<file path="src/rtl/apb_mem_slave.sv">
// APB memory slave: word-addressed register memory with byte strobes,
// programmable wait states and out-of-range address error reporting.
//
// state  | meaning
// IDLE   | waiting for a setup phase (PSEL=1, PENABLE=0)
// ACCESS | setup latched; counting wait states until PREADY

module apb_mem_slave #(
  parameter int DATA_WIDTH  = 32,
  parameter int ADDR_WIDTH  = 9,
  parameter int DEPTH       = 64,
  parameter int WAIT_STATES = 0
) (
  input  logic                    PCLK,
  input  logic                    PRESET,
  input  logic                    PSEL,
  input  logic                    PENABLE,
  input  logic                    PWRITE,
  input  logic [ADDR_WIDTH-1:0]   PADDR,
  input  logic [DATA_WIDTH-1:0]   PWDATA,
  input  logic [DATA_WIDTH/8-1:0] PSTRB,
  output logic [DATA_WIDTH-1:0]   PRDATA,
  output logic                    PREADY,
  output logic                    PSLVERR
);

  localparam int NB    = DATA_WIDTH / 8;
  localparam int IDX_W = (DEPTH > 1) ? $clog2(DEPTH) : 1;

  // Wait-state target, 4 bits to match the counter range 0-15.
  localparam logic [3:0] WS = 4'(WAIT_STATES);

  // DEPTH extended by one bit so DEPTH == 2**ADDR_WIDTH still compares correctly.
  localparam logic [ADDR_WIDTH:0] DEPTH_V = (ADDR_WIDTH + 1)'(DEPTH);

  typedef enum logic {
    IDLE   = 1'b0,
    ACCESS = 1'b1
  } state_t;

  state_t state;
  state_t state_next;
  logic [3:0] wcnt;
  logic [3:0] wcnt_next;

  logic                  setup;
  logic                  complete;
  logic                  addr_err;
  logic [IDX_W-1:0]      idx;

  logic [ADDR_WIDTH-1:0] addr_q;
  logic                  write_q;
  logic [DATA_WIDTH-1:0] wdata_q;
  logic [NB-1:0]         strb_q;

  logic [DATA_WIDTH-1:0] mem [DEPTH];

  // Error and index are derived only from the latched address, so bus
  // activity during ACCESS cannot disturb the transfer in flight.
  assign addr_err = ({1'b0, addr_q} >= DEPTH_V);
  assign idx      = addr_q[IDX_W-1:0];

  // State and wait-counter registers.
  always_ff @(posedge PCLK) begin
    if (PRESET) begin
      state <= IDLE;
      wcnt  <= 4'd0;
    end else begin
      state <= state_next;
      wcnt  <= wcnt_next;
    end
  end

  // Next-state logic and combinational bus outputs.
  always_comb begin
    state_next = state;
    wcnt_next  = wcnt;
    setup      = 1'b0;
    complete   = 1'b0;
    PREADY     = 1'b0;
    PSLVERR    = 1'b0;
    PRDATA     = '0;

    case (state)
      IDLE: begin
        // PENABLE without a preceding setup is ignored here.
        if (PSEL && !PENABLE) begin
          setup      = 1'b1;
          wcnt_next  = 4'd0;
          state_next = ACCESS;
        end
      end

      ACCESS: begin
        if (!PSEL || !PENABLE) begin
          // Master abandoned the transfer: no write, no PREADY.
          state_next = IDLE;
          wcnt_next  = 4'd0;
        end else if (wcnt < WS) begin
          wcnt_next = wcnt + 4'd1;
        end else begin
          complete   = 1'b1;
          state_next = IDLE;
          wcnt_next  = 4'd0;
        end
      end

      default: begin
        state_next = IDLE;
        wcnt_next  = 4'd0;
      end
    endcase

    // Reset wins over everything on the bus.
    if (PRESET) begin
      complete = 1'b0;
    end

    PREADY  = complete;
    PSLVERR = complete && addr_err;
    if (complete && !write_q && !addr_err) begin
      PRDATA = mem[idx];
    end
  end

  // Capture the setup-phase request; held stable for the whole ACCESS phase.
  always_ff @(posedge PCLK) begin
    if (PRESET) begin
      addr_q  <= '0;
      write_q <= 1'b0;
      wdata_q <= '0;
      strb_q  <= '0;
    end else if (setup) begin
      addr_q  <= PADDR;
      write_q <= PWRITE;
      wdata_q <= PWDATA;
      strb_q  <= PSTRB;
    end
  end

  // Memory array: cleared on reset, byte-lane writes at transfer completion.
  always_ff @(posedge PCLK) begin
    if (PRESET) begin
      for (int i = 0; i < DEPTH; i++) begin
        mem[i] <= '0;
      end
    end else if (complete && write_q && !addr_err) begin
      for (int b = 0; b < NB; b++) begin
        if (strb_q[b]) begin
          mem[idx][8*b +: 8] <= wdata_q[8*b +: 8];
        end
      end
    end
  end

endmodule

</file>
<file path="config.mk">
export PLATFORM = sky130hd
export DESIGN_NAME = apb_mem_slave
export DESIGN_NICKNAME = d
export VERILOG_FILES = /design/src/rtl/apb_mem_slave.sv
export SDC_FILE = /design/constraint.sdc
export NUM_CORES = 2
export LEC_CHECK = 0
export ABC_AREA = 1
export CAP_MARGIN = 15
export CORE_ASPECT_RATIO = 0.75
export CORE_MARGIN = 10
export CORE_UTILIZATION = 25
export DETAILED_ROUTE_END_ITERATION = 8
export PLACE_DENSITY = 0.48
export SLEW_MARGIN = 25
export SYNTH_ARGS = -nofsm -noshare
export SYNTH_HDL_FRONTEND = slang
export SYNTH_SLANG_ARGS = --single-unit
</file>
<file path="constraint.sdc">
create_clock -name PCLK -period 4.29 [get_ports PCLK]
set_clock_uncertainty 0.1 [all_clocks]
set_input_delay 0.858 -clock PCLK [delete_from_list [all_inputs] [get_ports PCLK]]
set_output_delay 0.858 -clock PCLK [all_outputs]
set_load 0.02 [all_outputs]
</file>
== Yosys cells after proc, flatten, opt, wreduce, memory -nomap -nowiden ==
Memory sizes are Yosys's and may differ from the RTL's. A register that Yosys moved wholly into a read port is not among the register bits.
Index checks and enable logic that the tools add are counted.

* Register bits after elaboration: 51
* Memories: 1
* Memory bits (writable): 2,048
* Output and inout bits: 34

* Equality and inequality tests: 1
* Reduce and logical (&&, ||, !) cells: 12
* Add/sub/neg operators: 1
* Mux-type cells: 37
* Magnitude comparators: 2
* Bitwise operators: 1

{| class="wikitable"
|+ Memory list
! name !! depth !! width !! rd ports !! clocked after memory_dff !! wr ports !! line !! text
|-
| mem || 64 || 32 || 1 || 1 || 64 || 56 || <nowiki>logic [DATA_WIDTH-1:0] mem [DEPTH];</nowiki>
|}

{| class="wikitable"
|+ Operator list
! cell !! count
|-
| two-way mux 32 bit || 2
|-
| OR reduction 32 bit || 1
|-
| two-way mux 1 bit || 26
|-
| two-way mux 6 bit || 3
|-
| two-way mux 4 bit || 4
|-
| greater-or-equal comparator 9 x 7 -> 1 bit (second input constant) || 1
|-
| one-hot mux 4 bit (2 select lines) || 1
|-
| logical AND 1 bit || 6
|-
| adder 4 x 1 -> 4 bit (second input constant) || 1
|-
| zero test 1 bit || 4
|-
| < comparator 4 x 1 -> 1 bit (second input constant) || 1
|-
| inequality test 2 bit (second input constant) || 1
|-
| one-hot mux 1 bit (2 select lines) || 1
|-
| logical OR 1 bit || 1
|-
| NOT 1 bit || 1
|}

== Depth between registers and ports, before layout ==
* Depth in word-level cells: 12
* Gate-level depth with buffers: 14
* Depth with buffers taken out: 11

== Worst setup path before layout ==
Ideal clock, no wire load.

* Path type: input-to-output
* Start: input PRESET
* End: output PRDATA[10]
* Stages on the path: 8
* Path buffers: 1
* Arrival: 2.148 ns
* Path slack: 1.184 ns
* Path through: inv_2 -> nand4_1 -> inv_2 -> nand3_1 -> clkinv_1 -> clkbuf_1 -> nand2_1 -> nor2_1

* Longest elaborated chain between the ends: 4

{| class="wikitable"
|+ Ends and longest elaborated chain
! element !! line !! text
|-
| from (decl) || 15 || <nowiki>input logic PRESET,</nowiki>
|-
| two-way mux 1 bit || 115 || <nowiki>if (PRESET) begin</nowiki>
|-
| net PREADY || 23 || <nowiki>output logic PREADY,</nowiki>
|-
| logical AND 1 bit (2 in series) || 121 || <nowiki>if (complete && !write_q && !addr_err) begin</nowiki>
|-
| two-way mux 32 bit || 121 ||
|-
| to (decl) || 22 || <nowiki>output logic [DATA_WIDTH-1:0] PRDATA,</nowiki>
|}

The timed path passes the listed nets, and every way through them passes these cells.

==> metrics.md <==
| Metric | Value |
|---|---|
| Min-Delay Path Class | flop to flop |
| Post-Synth Simple-Gate Area | about 30% |
| Final Non-Filler Cells | between 15,000 and 20,000 |
| Clock power share | around 40% |
| Clock Sinks | between 2,000 and 2,500 |
| Net Switching | about 13 mW |
| Worst slew pin tran | 1.17 ns |
| H-Tree Depth | 4 |
| Pre-CTS setup slack | 0.00948 ns |
| Hold path cells | 2 |
| Synth Area in Compound Gates | less than 1% |
| Initial DRT Pass Iterations | 6 |
| Placed Area | slightly above 100,000 um^2 |
| Clk buf depth | 4 |
| Leak | between 40 and 50 nW |
| Fin nets | 10,043 |
| Post-Synth XOR/XNOR Area | 0% |
| Adder-Cell Fraction of Synth Area | 0% |
| Part of the cycle the worst path needs | 102% |
| Max Cap Viol | 0 |
| Drt total wl | between 300 and 400 mm |
| Gr ovfl total | 0 |
| # rows | roughly 200 |
| Int Power | roughly 35 mW |
| Vias per inst | 4.81 |
| Slew HR | approximately 22% |
| Port buffer count | slightly above 80 |
| Post-synth top area share | between 60% and 70% |
| Final min period | approximately 4.4 ns |
| Post-synthesis sequential area ratio | about two thirds |
| Mapped Area | ~94,000 um^2 |
| Distinct cells, synth | 21 |
| Syn Area/Cell | approximately 9.6 um^2 |
| Kind of critical path | flop to primary output |
| Area delta synth->final | 20.2% |
| CP max-delay cell | dfxtp_4 |
| WP depth | 13 |
| Critical path, cell by cell | buf_12, clkbuf_16, clkbuf_16, nand2_1, nand3_1, nand3_1, nand2_1, nand2_1, nand3_2, nand3_1, buf_4, a21oi_4, buf_6 |
| Full die area | 403,000 um^2 |
| Largest net degree at the start of global routing | 121 |
| Final core utilization | a little under a third |
| Design Area, Final | 113,000 um^2 |
| Ys async rst share | 0% |
| Top FF cell, synth | edfxtp_1 |
| Power after layout | just under 50 mW |
| Fmax | about 0.23 GHz |
| First-pass GRT wire length | 509 mm |
| Post-synth net total | 9,872 |
| Vias post-DR | 73,137 |
| Multiplexer share of the synthesized area | 0% |
| Die height | 552 um |
| Initial antenna violation count | 20 |
| Number of nets with antenna violations after routing | 0 |
| Reg power frac | 48.6% |
| Number of synthesized register bits | between 2,000 and 2,500 |
| Post-Syn Instances | slightly below 10,000 |
| Comb power frac | 11.4% |
| Violated checks | setup timing |
| CP delay by family, top | buffers and inverters |
| Reg2Reg Setup Slack | 1.07 ns |
| First DRT Iteration DRCs | ~10,000 |
| Max-slew violations | 0 |
| Ports | 84 |
| Final Worst Setup Slack | -0.0855 ns |
| Post-Route Setup TNS | -0.306 ns |
| Gr usage total | 17.1% |
| CORE AREA | around 380,000 um^2 |
| CTS buffer count | 230 |
| Synth area leader | edfxtp_1 |
| Setup crit start kind | flop |
| Final Setup Violations | 7 |
| Main combinational cell family by area after synthesis | simple AND/OR/NAND/NOR gates |
| IR Drop Worst-Case VDD | approximately 0.31 mV |
| Dpl hpwl | 229 mm |
| CP Data Required Time | between 3 and 4 ns |
| DR WL/cell | roughly 24 um |
| Commonest cells post-synth | nand2_1, nor2_1, edfxtp_1, nand3_1, clkbuf_1 |
| Outcome | finished with violations |
| Skew-Pair Late Insertion Delay | about 0.90 ns |
| Starting Density | 25.1% |
| CTS tree | done |
| Most numerous cell in the Yosys netlist | nand2_1 |
| Gpl congestion | 0.857 |
| CP max stage delay | 0.51 ns |
| EDFF count, synth | 2,048 |
| Sw Share | 26.5% |
| Critical Path AT | 3.42 ns |
| Hold slack | between 0.3 and 0.4 ns |
| Buf/Inv on CP | 5 |
| Root Driver | clkbuf_16 |
| Vias in the first global route | 68,695 |
| Hold Fails Final Rpt | 0 |
| Remaining DRCs | 0 |
| Die W | 729 um |
| Yosys warns | 0 |
| Clock Pin Slew Worst Setup and Hold Paths | 0.06 ns |
| Worst r2r path cells | 5 |
| RSZ-0062 raised after global routing | yes |
| CP max FO | 18 |
| Placed Cells | roughly 15,000 |
| CP Capture Type | primary output |
| Synth top area cells | edfxtp_1, nand2_1, nand3_1 |
| Layout cells sized above 1 | a little under an eighth |
| Cell area power density | ~420 nW/um^2 |
power by group through the flow:
stage / clock, mW / sequential, mW / combinational (mW)
after floorplan: 0 / 23.7 / 2.55
after global placement: 0 / 23.8 / 4.82
after detailed placement: 0 / 23.8 / 4.81
after CTS: 19.6 / 23.4 / 5.05
after global routing: 20.4 / 23.4 / 5.77
final: 19.3 / 23.4 / 5.46
layout by cell type, fill, tap and decap left out, types with 7 or more instances in the layout:
cell type and instances:
diode_2 17, buf_12 66, o21ai_0 83, bufinv_16 11
nand3_1 1691, nor2_2 40, dfxtp_1 47, nand2_2 15
inv_2 9, buf_4 456, clkdlybuf4s50_1 51, nor2_4 18
clkinv_2 74, nor2_1 2177, clkinv_1 44, edfxtp_1 2048
nand3_2 98, clkbuf_16 260, a21oi_4 7, a21oi_1 60
nand2_1 2693, o22ai_1 18, nand3_4 15, buf_6 22
clkbuf_1 52, buf_16 35, clkbuf_8 12
path summary, 6_finish.rpt:
kind,to,start
worst min-delay path,wdata_q[16]$_SDFFE_PP0P_,wdata_q[16]$_SDFFE_PP0P_
worst min register to register,wdata_q[16]$_SDFFE_PP0P_,wdata_q[16]$_SDFFE_PP0P_
worst max-delay path,PRDATA[15],flop
worst max register to register,mem[51][13]$_SDFFCE_PN0P_,addr_q[0]$_SDFFE_PP0P_
cell families (layout without fill, tap and decap cells):
| family | count (synthesis) | count (layout) |
|---|---|---|
| DFF | 2101 | 2101 |
| AOI/OAI and AO/OA | 178 | 178 |
| buffers and inverters | 791 | 1136 |
| other | 0 | 17 |
| and+or+nand+nor | 6752 | 6752 |
layer usage:
metal	track usage [%]	vias up	share of wire, %
met4	5.10	8	3.2
met3	3.85	486	9.0
met1	24.6	36156	45
met2	25.3	2993	43
li1	-	33494	-
met5	0.214	-	0.046
final cells by class:
cell class,count,area (um^2)
Tap cell,5023,6280
Fill cell,38867,263000
Inverter,53,317
Timing Repair inverter,5,67.6
Clock inverter,109,831
Antenna cell,17,42.5
Clock buffer,297,6190
Multi-Input combinational cell,6930,29600
Sequential cell,2101,62600
Timing Repair Buffer,672,7440
worst reg2reg max path, stage by stage, from the launching register on:
cell,delay (ns)
dfxtp_1,0.41
nand3_1,0.38
nor2_1,0.90
buf_4,0.41
nand2_1,0.26
nand2_1,0.38
state kept, by name, summed over array words and instances (netlist names), named ones only:
signal and cells:
write_q 1, mem 2048, strb_q 4, addr_q 9
wdata_q 32, state 1
timing repair:
action	CTS	global route
gates resized for setup	105	236
setup endpoints to repair	32	32
pin swaps	1	9
setup buffers	14	20
hold buffers	0	0
gates cloned	19	32
Note: power is estimated with default switching activity, not from simulation.
